$ cat src/rtl/vic_pkg.sv
// Shared constants, FSM state encoding and the optional boot-default table for the
// vic_registers access arbiter. The boot table only exists when VIC_REG_BOOT_INIT_EN is defined.
package vic_pkg;

   localparam int unsigned VIC_ADDR_W   = 5;
   localparam int unsigned VIC_DATA_W   = 4;
   localparam int unsigned VIC_NUM_REGS = 32;

   typedef enum logic [1:0] {
      StIdle = 2'd0,
      StAcc  = 2'd1,
      StCap  = 2'd2,
      StInit = 2'd3
   } vic_state_e;

`ifdef VIC_REG_BOOT_INIT_EN
   // Register i lives in bits [4*i+3 : 4*i].
   localparam logic [VIC_NUM_REGS*VIC_DATA_W-1:0] VIC_REG_DEFAULTS =
      128'h0F1E_2D3C_4B5A_6978_8796_A5B4_C3D2_E1F0;

   function automatic logic [VIC_DATA_W-1:0] vic_reg_default(input logic [VIC_ADDR_W-1:0] idx);
      return VIC_REG_DEFAULTS[int'(idx)*VIC_DATA_W +: VIC_DATA_W];
   endfunction
`endif

endpackage

$ cat src/rtl/vic_rr_arb2.sv
// Two-way round-robin arbiter. req_i[0] is requester A, req_i[1] is requester B.
// The priority pointer moves past the granted requester only when advance_i is high.
module vic_rr_arb2 (
   input  logic       clk_i,
   input  logic       rst_i,
   input  logic [1:0] req_i,
   input  logic       advance_i,
   output logic [1:0] gnt_o
);

   // 0: A has priority on a tie, 1: B has priority.
   logic ptr_q, ptr_d;

   // Grant decode and pointer next-state.
   always_comb begin
      gnt_o = 2'b00;
      if (req_i[0] && (!ptr_q || !req_i[1])) begin
         gnt_o = 2'b01;
      end else if (req_i[1]) begin
         gnt_o = 2'b10;
      end
      ptr_d = ptr_q;
      if (advance_i && (gnt_o != 2'b00)) begin
         ptr_d = gnt_o[0];
      end
   end

   // Pointer register, synchronous reset gives A the first tie.
   always_ff @(posedge clk_i) begin
      if (rst_i) begin
         ptr_q <= 1'b0;
      end else begin
         ptr_q <= ptr_d;
      end
   end

endmodule

$ cat src/rtl/vic_reg_arbiter.sv
// Shares the single vic_registers access port between requester A (host bus) and
// requester B (video/debug). One access at a time: IDLE -> ACC -> CAP -> IDLE, all outputs
// registered. Optional VIC_REG_BOOT_INIT_EN: after reset an INIT pass writes the default
// table to all 32 registers before any request is granted.
module vic_reg_arbiter
   import vic_pkg::*;
#(
   parameter int unsigned ADDR_W = VIC_ADDR_W,
   parameter int unsigned DATA_W = VIC_DATA_W
) (
   input  logic              i_clk,
   input  logic              i_rst,
   input  logic              i_a_req,
   input  logic              i_a_wr,
   input  logic [ADDR_W-1:0] i_a_addr,
   input  logic [DATA_W-1:0] i_a_wdata,
   output logic              o_a_ack,
   output logic [DATA_W-1:0] o_a_rdata,
   input  logic              i_b_req,
   input  logic              i_b_wr,
   input  logic [ADDR_W-1:0] i_b_addr,
   input  logic [DATA_W-1:0] i_b_wdata,
   output logic              o_b_ack,
   output logic [DATA_W-1:0] o_b_rdata,
   output logic [ADDR_W-1:0] o_VIC_regaddr,
   output logic [DATA_W-1:0] o_VIC_data,
   output logic              o_VIC_we,
   output logic              o_VIC_re,
   input  logic [DATA_W-1:0] i_VIC_data,
   output logic              o_busy
);

   vic_state_e        state_q, state_d;
   logic              gid_q, gid_d;          // 0: A granted, 1: B granted
   logic              wr_q, wr_d;
   logic [ADDR_W-1:0] op_addr_q, op_addr_d;
   logic [DATA_W-1:0] op_wdata_q, op_wdata_d;

   logic [ADDR_W-1:0] regaddr_q, regaddr_d;
   logic [DATA_W-1:0] vdata_q, vdata_d;
   logic              we_q, we_d;
   logic              re_q, re_d;
   logic              a_ack_q, a_ack_d;
   logic              b_ack_q, b_ack_d;
   logic [DATA_W-1:0] a_rdata_q, a_rdata_d;
   logic [DATA_W-1:0] b_rdata_q, b_rdata_d;
   logic              busy_q, busy_d;

`ifdef VIC_REG_BOOT_INIT_EN
   logic [VIC_ADDR_W-1:0] cnt_q, cnt_d;
`endif

   logic [1:0] gnt;
   logic       advance;

   vic_rr_arb2 u_arb (
      .clk_i     (i_clk),
      .rst_i     (i_rst),
      .req_i     ({i_b_req, i_a_req}),
      .advance_i (advance),
      .gnt_o     (gnt)
   );

   // Next-state and registered-output computation for the access sequencer.
   always_comb begin
      state_d    = state_q;
      gid_d      = gid_q;
      wr_d       = wr_q;
      op_addr_d  = op_addr_q;
      op_wdata_d = op_wdata_q;
      advance    = 1'b0;
      regaddr_d  = '0;
      vdata_d    = '0;
      we_d       = 1'b0;
      re_d       = 1'b0;
      a_ack_d    = 1'b0;
      b_ack_d    = 1'b0;
      a_rdata_d  = a_rdata_q;
      b_rdata_d  = b_rdata_q;
`ifdef VIC_REG_BOOT_INIT_EN
      cnt_d      = cnt_q;
`endif
      case (state_q)
         StIdle: begin
            if (gnt != 2'b00) begin
               // Operands are latched here so a later req drop cannot cancel the access.
               advance = 1'b1;
               gid_d   = gnt[1];
               if (gnt[1]) begin
                  wr_d       = i_b_wr;
                  op_addr_d  = i_b_addr;
                  op_wdata_d = i_b_wdata;
               end else begin
                  wr_d       = i_a_wr;
                  op_addr_d  = i_a_addr;
                  op_wdata_d = i_a_wdata;
               end
               state_d = StAcc;
            end
         end
         StAcc: begin
            regaddr_d = op_addr_q;
            if (wr_q) begin
               vdata_d = op_wdata_q;
               we_d    = 1'b1;
            end else begin
               re_d = 1'b1;
            end
            state_d = StCap;
         end
         StCap: begin
            if (!wr_q) begin
               if (gid_q) begin
                  b_rdata_d = i_VIC_data;
               end else begin
                  a_rdata_d = i_VIC_data;
               end
            end
            a_ack_d = !gid_q;
            b_ack_d = gid_q;
            state_d = StIdle;
         end
         StInit: begin
`ifdef VIC_REG_BOOT_INIT_EN
            regaddr_d = ADDR_W'(cnt_q);
            vdata_d   = DATA_W'(vic_reg_default(cnt_q));
            we_d      = 1'b1;
            cnt_d     = cnt_q + 1'b1;
            if (cnt_q == VIC_ADDR_W'(VIC_NUM_REGS - 1)) begin
               state_d = StIdle;
            end
`else
            state_d = StIdle;
`endif
         end
      endcase
      busy_d = (state_d != StIdle);
`ifdef VIC_REG_BOOT_INIT_EN
      // Keep busy up through the cycle that carries the final default write.
      busy_d = busy_d || (state_q == StInit);
`endif
   end

   // State and output registers with synchronous active-high reset.
   always_ff @(posedge i_clk) begin
      if (i_rst) begin
`ifdef VIC_REG_BOOT_INIT_EN
         state_q <= StInit;
         busy_q  <= 1'b1;
         cnt_q   <= '0;
`else
         state_q <= StIdle;
         busy_q  <= 1'b0;
`endif
         gid_q      <= 1'b0;
         wr_q       <= 1'b0;
         op_addr_q  <= '0;
         op_wdata_q <= '0;
         regaddr_q  <= '0;
         vdata_q    <= '0;
         we_q       <= 1'b0;
         re_q       <= 1'b0;
         a_ack_q    <= 1'b0;
         b_ack_q    <= 1'b0;
         a_rdata_q  <= '0;
         b_rdata_q  <= '0;
      end else begin
         state_q    <= state_d;
         busy_q     <= busy_d;
`ifdef VIC_REG_BOOT_INIT_EN
         cnt_q      <= cnt_d;
`endif
         gid_q      <= gid_d;
         wr_q       <= wr_d;
         op_addr_q  <= op_addr_d;
         op_wdata_q <= op_wdata_d;
         regaddr_q  <= regaddr_d;
         vdata_q    <= vdata_d;
         we_q       <= we_d;
         re_q       <= re_d;
         a_ack_q    <= a_ack_d;
         b_ack_q    <= b_ack_d;
         a_rdata_q  <= a_rdata_d;
         b_rdata_q  <= b_rdata_d;
      end
   end

   assign o_a_ack       = a_ack_q;
   assign o_a_rdata     = a_rdata_q;
   assign o_b_ack       = b_ack_q;
   assign o_b_rdata     = b_rdata_q;
   assign o_VIC_regaddr = regaddr_q;
   assign o_VIC_data    = vdata_q;
   assign o_VIC_we      = we_q;
   assign o_VIC_re      = re_q;
   assign o_busy        = busy_q;

endmodule

$ cat config.mk
export PLATFORM = sky130hd
export DESIGN_NAME = vic_reg_arbiter
export DESIGN_NICKNAME = d
export VERILOG_FILES = /design/src/rtl/vic_pkg.sv /design/src/rtl/vic_rr_arb2.sv /design/src/rtl/vic_reg_arbiter.sv
export SDC_FILE = /design/constraint.sdc
export NUM_CORES = 1
export LEC_CHECK = 0
export ABC_AREA = 0
export ABC_CLOCK_PERIOD_IN_PS = 1680
export BUFFER_PORTS_ARGS = -buffer_cell sky130_fd_sc_hd__buf_2
export CAP_MARGIN = 20
export CORE_AREA = 4 4 55 69
export CTS_CLUSTER_DIAMETER = 40
export DETAILED_ROUTE_END_ITERATION = 12
export DIE_AREA = 0 0 59 73
export GPL_TIMING_DRIVEN = 0
export PLACE_DENSITY = 0.73
export SYNTH_ARGS = -nofsm -noshare
export SYNTH_HDL_FRONTEND = slang
export SYNTH_SLANG_ARGS = --single-unit
$ cat constraint.sdc
create_clock -name i_clk -period 1.68 [get_ports i_clk]
set_clock_uncertainty 0.1 [all_clocks]
set_input_delay 0.336 -clock i_clk [delete_from_list [all_inputs] [get_ports i_clk]]
set_output_delay 0.336 -clock i_clk [all_outputs]
set_load 0.02 [all_outputs]
; ---- Word-level counts from Yosys, hierarchy flattened
; Cells that the tools add are included.
[totals]
out_inout_bits = 22
regBits = 36
input_bits = 28
[classes]
eq_ne = 3
muxes = 11
reduce_logical = 16
n_bitwise = 4
[ops]
columns = op, count
row1 = 2-bit two-way mux, 3
row2 = 2-bit one-hot mux with 3 select lines, 1
row3 = 3-bit AND reduction, 2
row4 = 2-bit OR reduction, 3
row5 = 1-bit two-way mux, 5
row6 = 5-bit two-way mux, 1
row7 = "2-bit equality test, second input constant", 2
row8 = 4-bit two-way mux, 1
row9 = 1-bit NOT, 4
row10 = 2-bit nonzero test, 2
row11 = 1-bit logical NOT, 3
row12 = 3-bit OR reduction, 1
row13 = "2-bit by 1-bit equality test with 1-bit output, second input constant", 1
row14 = 1-bit logical AND, 2
row15 = 2-bit logical NOT, 1
row16 = 2-bit AND reduction, 1
row17 = 1-bit logical OR, 1

; ---- Logic depth before layout (Yosys ltp)
; Gate-level depths: netlist of the first run.
[logic_depth]
word_depth = 8
mapped_depth = 4
ltp_nobuf = 3

; ---- Hierarchy
; From an unflattened synthesis of the first run, not the netlist that was laid out.
[unflattened]
cells_unflattened = 121
hier_area_um2 = 1326.3
[by_module_without_submodules]
columns = module, n_inst, cells_per_inst, area_per_inst_um2, seq_area_each_um2
row1 = vic_reg_arbiter, 1, 114, 1261.2, 700.7
row2 = vic_rr_arb2, 1, 7, 65.1, 20.0

; ---- Worst setup path after synthesis of the first run
; No wires, ideal clock.
[synth_timing]
path_type = input -> register
from = input port i_rst
to = register busy_q (netlist: o_busy)
stages = 3
t_arrival_ns = 1.019
path_slack_ns = 0.425
cell_sequence = buf_2 > clkbuf_1 > o21bai_1
[synth_lines]
columns = element, line_no
row1 = start: declaration, vic_reg_arbiter.sv:12  ; input logic i_rst,
row2 = end signal: assignment, vic_reg_arbiter.sv:169  ; busy_q <= busy_d;
row3 = end: declaration, vic_reg_arbiter.sv:47  ; logic busy_q, busy_d;
; No word-level cell between the ends.

; ---- Worst setup path after layout of the first run
[layout_timing]
from = register wr_q
to = register a_rdata_q[3] (netlist: o_a_rdata[3])
[layout_via]
elab_chain_len = 2
[layout_rtl]
columns = element, line_no
row1 = start: declaration, vic_reg_arbiter.sv:35  ; logic wr_q, wr_d;
row2 = start signal: assignment, vic_reg_arbiter.sv:174  ; wr_q <= wr_d;
row3 = 1-bit NOT (no line), --
row4 = 3-bit AND reduction (no line), --
row5 = end signal: assignment, vic_reg_arbiter.sv:183  ; a_rdata_q <= a_rdata_d;
row6 = end: declaration, vic_reg_arbiter.sv:45  ; logic [DATA_W-1:0] a_rdata_q, a_rdata_d;
; No other way between the ends.
; A chain may end at the register's enable or synchronous reset.

==> out/summary.txt, run 1 <==
vias in the first global route: 1123
CP Class: reg2reg
Critical Path Slowest Stage Cell: nor4b_4
Period minus WS final: 1430 ps
main combinational cell family by area after synthesis: compound AO/OA/AOI/OAI gates
Pint: 1.55 mW
worst-skew pair later-pin latency: 290 ps
Psw: 0.468 mW
Post-Synth Simple-Gate Area: 18.7%
drt via density: 5.04
drt wl/cell: 13.3 um
Port-buffer cells: 48
synthesized cell area: 1420 um2
first-pass GRT wire length: 4930 um
syn avg cell area: 10.6 um2
Via Count: 1139
asr flop ratio synth: 0%
dominant cells by area after synthesis: dfxtp_1, a311oi_2, mux2i_1, a21oi_1, nand3_1
final number of hold-violating endpoints: 0
Initial Util: 44.7%
mux cell area share after synthesis: 5.65%
Seq/Total Area, Yosys: 50.9%
postcts setup bufs: 0
# nets final: 216
Slew Limit Fails: 0
1st-pass router iterations: 4
register area: 721 um2
CTS clk-pin slew, worst paths: 70 ps
Residual DRC: 0
maximum vdd drop: 0.989 mV
syn_nets: 161
share of power burned in registers: 46.6%
Critical Path End Type: flip-flop
Setup TNS: 0 ps
post-route clock period utilization: 84.8%
total global routing track utilization: 15.1%
number of CTS-inserted buffers: 5
area leader, netlist: dfxtp_1
Required @ worst endpoint: 1740 ps
Tightest Hold Check Type: in2reg
Synth Instances: 133
Synth warnings: 0
Post-Synth XOR/XNOR Area: 0%
Post-synth EDFFs: 0
combinational share of power: 13.2%
Top FF cell, synth: dfxtp_1
Slew @ Worst Pin: 661 ps
cells along the critical path: nor4b_4, mux2i_1, nor2_1
final core occ: 57.8%
CTS tree: done
post-CTS resize count: 0
antenna violations before repair: 0
Final setup viols: 0
Routed Wire Length: 3010 um
Max Clock Freq: 702 MHz
HPWL Detailed: 2330 um
Iter 0 DRT Violations: 22
Switching Share: 23.2%
area of the multi-input gates: 632 um2
RSZ-0062 raised after global routing: false
clock network power share: 40.2%
Post-DP Area: 1700 um2
RePlAce Congestion: 0.743
Post-synth top cells: dfxtp_1, a21oi_1, nand3_1
Post-DRT Antenna Nets: 0
largest net degree at the start of global routing: 12
fill count: 278
core area: 3170 um2
Yosys cell types: 29
htree depth: 2
share of cells above drive strength 1: 42.9%
Congestion Overflow GR: 0
PD cells: 1100 nW/um2
ANT cells: 0
leakage: 0.804 nW
fin area: 1830 um2
Max Root-Sink Buffers: 2
crit-path max FO: 9
CTS root buf: clkbuf_8
DIE AREA: 4310 um2
most numerous cell in the Yosys netlist: dfxtp_1
clock sink count: 36
Synth Register Bits: 36
Compound-Gate Fraction of Synth Area: 20.2%
Die H: 73 um
FP Rows: 23
Arr. time, crit path: 1480 ps
synthesized-area fraction occupied by adder cells: 0%
maxcap violations: 0
hold_buf cts: 0
I/O Pins: 50
Crit path largest cell delay: 500 ps
Rel. slew slack: 56.0%
Die W: 59 um
startpoint types: flip-flop
run status: finished clean
area delta synth->final: 29.2%
post-synth top area share: 50.9%
## placed cells by master (no fill, tap or decap)
master / count
buf_6: 1
clkbuf_8: 7
and3_1: 1
nor4b_4: 1
inv_1: 1
nand2b_1: 1
bufinv_16: 1
and2_1: 7
and3_2: 3
mux2i_1: 8
nand3_1: 11
nor3b_2: 1
nor4bb_1: 1
a311oi_2: 10
a21oi_1: 12
o21bai_1: 1
buf_2: 54
clkbuf_1: 3
a21bo_2: 1
or2_1: 1
a311oi_1: 1
dfxtp_1: 36
nand2_1: 1
nor2b_1: 1
o21ai_0: 10
nor2_2: 1
and2b_1: 1
nor2_1: 9
buf_4: 1
and4bb_1: 1
nor4b_1: 1
## power by group through the flow
stage,combinational (mW),sequential (mW),clock [mW]
6_report,0.266,0.938,0.811
5_1_grt,0.290,0.945,0.882
4_1_cts,0.268,0.939,0.838
3_5_place_dp,0.267,0.957,0
3_3_place_gp,0.259,0.955,0
2_1_floorplan,0.173,0.966,0
## path summary, 6_finish.rpt
path | startpoint | endpoint | slack (ps) | cells past startpoint
setup / recovery | wr_q | o_a_rdata[3] | 250 | 3
hold / removal | i_VIC_data[1] | o_b_rdata[1] | 210 | 3
setup reg to reg | wr_q | o_a_rdata[3] | 250 | 3
hold reg to reg | op_addr_q[4] | o_VIC_regaddr[4] | 360 | 1
## stage by stage
| step | hold slack, ps | instances | power (mW) | worst slack, ps |
|---|---|---|---|---|
| after floorplan | 331 | 133 | 1.14 | 425 |
| after global placement | 345 | 218 | 1.21 | 266 |
| after detailed placement | 342 | 218 | 1.22 | 232 |
| after CTS | 206 | 226 | 2.04 | 214 |
| after global routing | 203 | 226 | 2.12 | 167 |
| final | 208 | 226 | 2.01 | 255 |
## registers in the layout, indices dropped and copies added, names as in the netlist, 2 cells and up
signal	cells
o_VIC_regaddr	5
o_b_rdata	4
state_q	2
o_VIC_data	4
o_a_rdata	4
op_addr_q	5
op_wdata_q	4
## cell families after synthesis
logic type,count (synthesis)
muxes,8
DFF,36
and+or+nand+nor,42
buffers and inverters,12
AOI/OAI and AO/OA,35
## critical path: cells and delay by family, from the launching register on
| kind | cells | cell delay [ps] |
|---|---|---|
| AND/OR/NAND/NOR | 2 | 560 |
| flip-flops | 1 | 400 |
| multiplexers | 1 | 250 |
## area by class of cell
class / instances / area share (%)
Clock buffer: 7 / 5.27
Clock inverter: 1 / 1.64
Sequential cell: 36 / 39.4
Multi-Input combinational cell: 85 / 34.5
Buffer: 11 / 3.28
Timing Repair Buffer: 48 / 13.1
Inverter: 1 / 0.205
Tap cell: 37 / 2.53
## layer usage
layer / vias to the layer above / wire length (um) / global-route usage, %
met5: - / 0 / 0
met4: 0 / 39 / 7.05
met2: 45 / 1460 / 25.4
met3: 7 / 267 / 6.37
li1: 586 / - / -
met1: 501 / 1240 / 16.0
Power figures use the tool's default switching activity.
==> inputs of run 2 (changes only) <==
Settings changed: ABC_AREA 0 to 1, ABC_CLOCK_PERIOD_IN_PS 1680 to 1490, CORE_AREA 4 4 55 69 to 4 4 53 67, DIE_AREA 0 0 59 73 to 0 0 57 71, PLACE_DENSITY 0.73 to 0.75.
Clock period 1.68 ns to 1.49 ns, I/O delays scaled along.
==> out/summary.txt, run 2 <==
drt wl/cell: 10.0 um (-25%)
CTS root buf: clkbuf_4
post-synth top area share: 53.6% (+2.7 points)
Synth warnings: 0 (unchanged)
htree depth: 2 (unchanged)
# nets final: 261 (+21%)
Setup TNS: 0 ps (unchanged)
run status: finished clean
post-route clock period utilization: 82.2%
Die H: 71 um (-2.7%)
area delta synth->final: 26.1%
commonest non-fill, non-tap cell in the layout: buf_2
Residual DRC: 0 (unchanged)
first-pass GRT wire length: 4850 um (-1.5%)
RePlAce Congestion: 0.780 (+4.9%)
CTS clk-pin slew, worst paths: 100 ps (+30 ps)
RSZ-0062 raised after global routing: false
worst-skew pair later-pin latency: 320 ps (+30 ps)
Crit path largest cell delay: 340 ps (-160 ps)
worst r2r src: state_q[0]
HPWL Detailed: 2150 um (-7.8%)
Post-DRT Antenna Nets: 0 (unchanged)
most frequent cells in the layout: buf_2, dfxtp_1, nor2_1
fill count: 300 (+7.9%)
maximum vdd drop: 0.620 mV (-37%)
largest net degree at the start of global routing: 11 (-1)
hold_buf cts: 0 (unchanged)
Die W: 57 um (-3.4%)
synthesized-area fraction occupied by adder cells: 0% (unchanged)
crit path from: o_b_rdata[3]
Post-synth EDFFs: 0 (unchanged)
Slew @ Worst Pin: 436 ps (-224 ps)
post-CTS resize count: 0 (unchanged)
cells along the critical path: buf_2
final number of hold-violating endpoints: 0 (unchanged)
startpoint types: flip-flop
I/O Pins: 50 (unchanged)
FP Rows: 22 (-4.3%)
Top FF cell, synth: dfxtp_1
postcts setup bufs: 0 (unchanged)
Yosys cell types: 17 (-41%)
Hold Slack: 139 ps (-69.5 ps)
Post-synth top cells: dfxtp_1, nor2_1, nand2_1
Post-Synth Simple-Gate Area: 26.8% (+8.1 points)
CTS tree: done
leakage: 0.904 nW (+12%)
syn avg cell area: 7.55 um2 (-29%)
drt via density: 4.55 (-9.6%)
Tightest Hold Check Type: in2reg
clock sink count: 36 (unchanged)
Max Clock Freq: 816 MHz
synthesized cell area: 1340 um2 (-5.1%)
WP buf/inv: 1 (+1)
Required @ worst endpoint: 1090 ps (-650 ps)
ANT cells: 0 (unchanged)
Initial Util: 46.1% (+1.3 points)
Congestion Overflow GR: 0 (unchanged)
vias in the first global route: 1149 (+2.3%)
Seq/Total Area, Yosys: 53.6% (+2.7 points)
Max Root-Sink Buffers: 2 (unchanged)
asr flop ratio synth: 0% (unchanged)
Critical Path End Type: output pin
syn_nets: 206 (+28%)
Synth Register Bits: 36 (unchanged)
number of CTS-inserted buffers: 5 (unchanged)
Arr. time, crit path: 830 ps (-650 ps)
core area: 2920 um2 (-7.8%)
area leader, netlist: dfxtp_1
antenna violations before repair: 0 (unchanged)
CP Class: reg2out
CP top delay family: flip-flops
Final setup viols: 0 (unchanged)
Synth Instances: 178 (+34%)
Port-buffer cells: 48 (unchanged)
crit-path max FO: 2 (-7)
share of cells above drive strength 1: 28.3% (-15 points)
main combinational cell family by area after synthesis: simple AND/OR/NAND/NOR gates
Compound-Gate Fraction of Synth Area: 8.75% (-11 points)
DIE AREA: 4050 um2 (-6.0%)
Post-Synth XOR/XNOR Area: 0% (unchanged)
Via Count: 1225 (+7.6%)
total global routing track utilization: 15.2% (+0.13 points)
maxcap violations: 0 (unchanged)
most numerous cell in the Yosys netlist: dfxtp_1
Rel. slew slack: 70.9% (+15 points)
Slew Limit Fails: 0 (unchanged)
Iter 0 DRT Violations: 21 (-4.5%)
1st-pass router iterations: 4 (unchanged)
PD cells: 1120 nW/um2 (+1.7%)
hold path start: i_VIC_data[2]
Period minus WS final: 1230 ps
Routed Wire Length: 2700 um (-10%)
dominant cells by area after synthesis: dfxtp_1, nor2_1, nand3_1, nand2_1, inv_1
mux cell area share after synthesis: 0% (-5.7 points)
Critical Path Slowest Stage Cell: dfxtp_1
## run 2: changes by cell type in the layout (fill, tap and decap cells not counted), sizes merged, moves of 7 or more
cell    before  now
and2         7    0
inv          1   27
nand2        1   28
a311oi      11    0
nor2        10   31
nand3       11   22
mux2i        8    0
## run 2: logic make-up (layout without fill, tap and decap cells)
family / Yosys count / in the layout
flops: 36 / 36
simple gates: 85 / 85
buf+inv: 35 / 90
compound gates: 22 / 22
## run 2: area by class of cell
cell class | instances | area [um2] | area share, %
Sequential cell | 36 | 721 | 42.5
Multi-Input combinational cell | 107 | 478 | 28.2
Timing Repair Buffer | 48 | 240 | 14.2
Inverter | 29 | 109 | 6.43
Clock buffer | 7 | 65.1 | 3.84
Tap cell | 36 | 45.0 | 2.66
Buffer | 6 | 36.3 | 2.14
## run 2: final timing paths
check | to | slack [ps] | cells past startpoint
worst min register to register | o_VIC_data[3] | 340 | 2
worst max register to register | op_addr_q[2] | 270 | 7
worst min-delay path | o_a_rdata[2] | 140 | 3
worst max-delay path | o_b_rdata[3] | 260 | 1
## run 2: power by group
| group | internal, mW | leakage [nW] | switching (mW) | total, mW |
|---|---|---|---|---|
| registers | 1.02 | 0.294 | 0.0223 | 1.04 |
| clock network | 0.268 | 0.0374 | 0.289 | 0.556 |
| logic | 0.116 | 0.572 | 0.181 | 0.297 |
| total | 1.41 | 0.904 | 0.492 | 1.90 |
## run 2: per-stage QoR
stage | power [mW] | instances | util [%] | worst slack [ps] | cell area (um2)
after floorplan | 1.27 | 178 | - | 408 | 1340
final | 1.90 | 269 | 58.1 | 265 | 1690
after CTS | 1.92 | 269 | 58.1 | 237 | 1690
after global placement | 1.36 | 262 | 55.8 | 209 | 1630
after global routing | 2.01 | 269 | 58.1 | 124 | 1690
after detailed placement | 1.37 | 262 | 55.8 | 179 | 1630
## run 2: metal layers
layer | wire length, um | track usage [%]
met4 | 57 | 7.47
met5 | 0 | 0
met1 | 1140 | 18.1
met2 | 1290 | 23.9
met3 | 217 | 5.66
==> inputs of run 3 (changes only) <==
Settings changed: ABC_CLOCK_PERIOD_IN_PS 1490 to 1100, CORE_AREA 4 4 53 67 to 4 4 56 70, DIE_AREA 0 0 57 71 to 0 0 60 74, PLACE_DENSITY 0.75 to 0.71.
Clock period 1.49 ns to 1.1 ns, I/O delays scaled along.
==> out/summary.txt, run 3 (synthesis results as in run 2) <==
fin area: 1970 um2 (+16%)
Register-to-Register Path Depth: 6 (-1)
Crit path depth: 6 (+5)
ANT cells: 0 (unchanged)
PD cells: 1510 nW/um2 (+35%)
register area: 734 um2 (+1.9%)
DR top layer: met4
Crit path largest cell delay: 370 ps (+30 ps)
commonest non-fill, non-tap cell in the layout: buf_2
hold_buf cts: 0 (unchanged)
Post-DP Area: 1630 um2 (about the same)
area of the multi-input gates: 611 um2 (+28%)
share of cells above drive strength 1: 44.1% (+16 points)
I/O Pins: 50 (unchanged)
RePlAce Congestion: 0.768 (-1.5%)
Via Count: 1283 (+4.7%)
vias in the first global route: 1191 (+3.7%)
run status: complete, but fails checks
RSZ-0062 raised after global routing: true
fill count: 303 (+1.0%)
htree depth: 2 (unchanged)
Hold Path Depth: 3 (unchanged)
total power: 2.97 mW (+57%)
HPWL Detailed: 2140 um (-0.41%)
total global routing track utilization: 14.8% (-0.43 points)
Residual DRC: 0 (unchanged)
worst-skew pair later-pin latency: 280 ps (-40 ps)
WP buf/inv: 2 (+1)
final worst slack: -78.1 ps (-343 ps)
area delta synth->final: 46.6%
DIE AREA: 4440 um2 (+9.7%)
Tightest Hold Check Type: in2reg
leakage: 0.986 nW (+9.1%)
Hold Slack: 87.0 ps (-51.5 ps)
Max Clock Freq: 849 MHz
Rel. slew slack: 60.7% (-10 points)
Max Root-Sink Buffers: 2 (unchanged)
FP Rows: 23 (+4.5%)
Slew Limit Fails: 0 (unchanged)
Met2 Wirelength: 1600 um (+24%)
Port-buffer cells: 48 (unchanged)
pre-CTS setup slack: -121 ps (-299 ps)
startpoint types: flip-flop
Congestion Overflow GR: 0 (unchanged)
# nets final: 264 (+1.1%)
Critical Path Slowest Stage Cell: dfxtp_4
CP top delay family: flip-flops
maxcap violations: 0 (unchanged)
Final setup viols: 16 (+16)
antenna violations before repair: 0 (unchanged)
wl on met1: 1230 um (+8.0%)
post-route clock period utilization: 107%
Arr. time, crit path: 1310 ps (+480 ps)
Slew @ Worst Pin: 590 ps (+153 ps)
cells along the critical path: nor2_4, o21ai_4, clkbuf_16, a21oi_1, nand2_1, inv_1
CTS tree: done
crit-path max FO: 6 (+4)
CTS clk-pin slew, worst paths: 60 ps (-40 ps)
Post-DRT Antenna Nets: 0 (unchanged)
drt wl/cell: 11.7 um (+17%)
CTS root buf: clkbuf_8
core area: 3220 um2 (+10%)
number of CTS-inserted buffers: 5 (unchanged)
Period minus WS final: 1180 ps
Required @ worst endpoint: 1230 ps (+140 ps)
met3 WL: 287 um (+32%)
maximum vdd drop: 0.914 mV (+47%)
Iter 0 DRT Violations: 36 (+71%)
failing checks: setup timing
Critical Path End Type: flip-flop
Die H: 74 um (+4.2%)
clock sink count: 36 (unchanged)
final number of hold-violating endpoints: 0 (unchanged)
largest net degree at the start of global routing: 11 (unchanged)
most frequent cells in the layout: buf_2, dfxtp_1, nor2_1
1st-pass router iterations: 4 (unchanged)
Die W: 60 um (+5.3%)
first-pass GRT wire length: 4870 um (+0.43%)
Routed Wire Length: 3200 um (+19%)
CP Class: reg2reg
drt via density: 4.70 (+3.2%)
Initial Util: 41.7% (-4.4 points)
## run 3: power by group
group | leakage, nW | switching [mW] | internal [mW]
logic | 0.638 | 0.316 | 0.238
registers | 0.298 | 0.0422 | 1.39
clock network | 0.0503 | 0.432 | 0.557
## run 3: stage by stage
step | instances | util (%) | TNS [ps]
2_1_floorplan | 178 | - | 0
3_5_place_dp | 263 | 50.6 | -1650
5_1_grt | 273 | 61.1 | -1690
3_3_place_gp | 263 | 50.6 | -1370
4_1_cts | 271 | 54.9 | -591
6_report | 273 | 61.1 | -463
## run 3: what timing repair did
action,4_1_cts,5_1_grt
buffers inserted,0,1
pin swaps,1,12
gates cloned,1,1
hold endpoints to repair,0,0
gates resized for setup,17,56
endpoints found under the setup margin,25,37
## run 3: per-layer routing
metal / GRT usage (%) / up-vias
met5: 0 / -
met4: 8.87 / 0
met3: 5.73 / 10
met2: 24.4 / 49
met1: 15.7 / 562
li1: - / 662
## run 3: worst paths after layout
path                                     from               end  slack [ps]
worst max-delay path               state_q[0]      op_addr_q[1]         -80
worst min register to register   op_addr_q[1]  o_VIC_regaddr[1]         340
worst max register to register     state_q[0]      op_addr_q[1]         -80
worst min-delay path            i_VIC_data[1]      o_a_rdata[1]          90
## run 3: layout make-up
type | count | area share [%]
plain buffers | 6 | 2.41
clock buffers | 7 | 4.89
inverters | 29 | 5.78
multi-input cells | 107 | 31.0
flip-flops and latches | 36 | 37.3
well taps | 37 | 2.35
repair buffers | 51 | 16.3
## run 3: tightest hold or removal path: stages
cell and delay, ps:
buf_2 90, o21ai_1 60, nor2_1 70
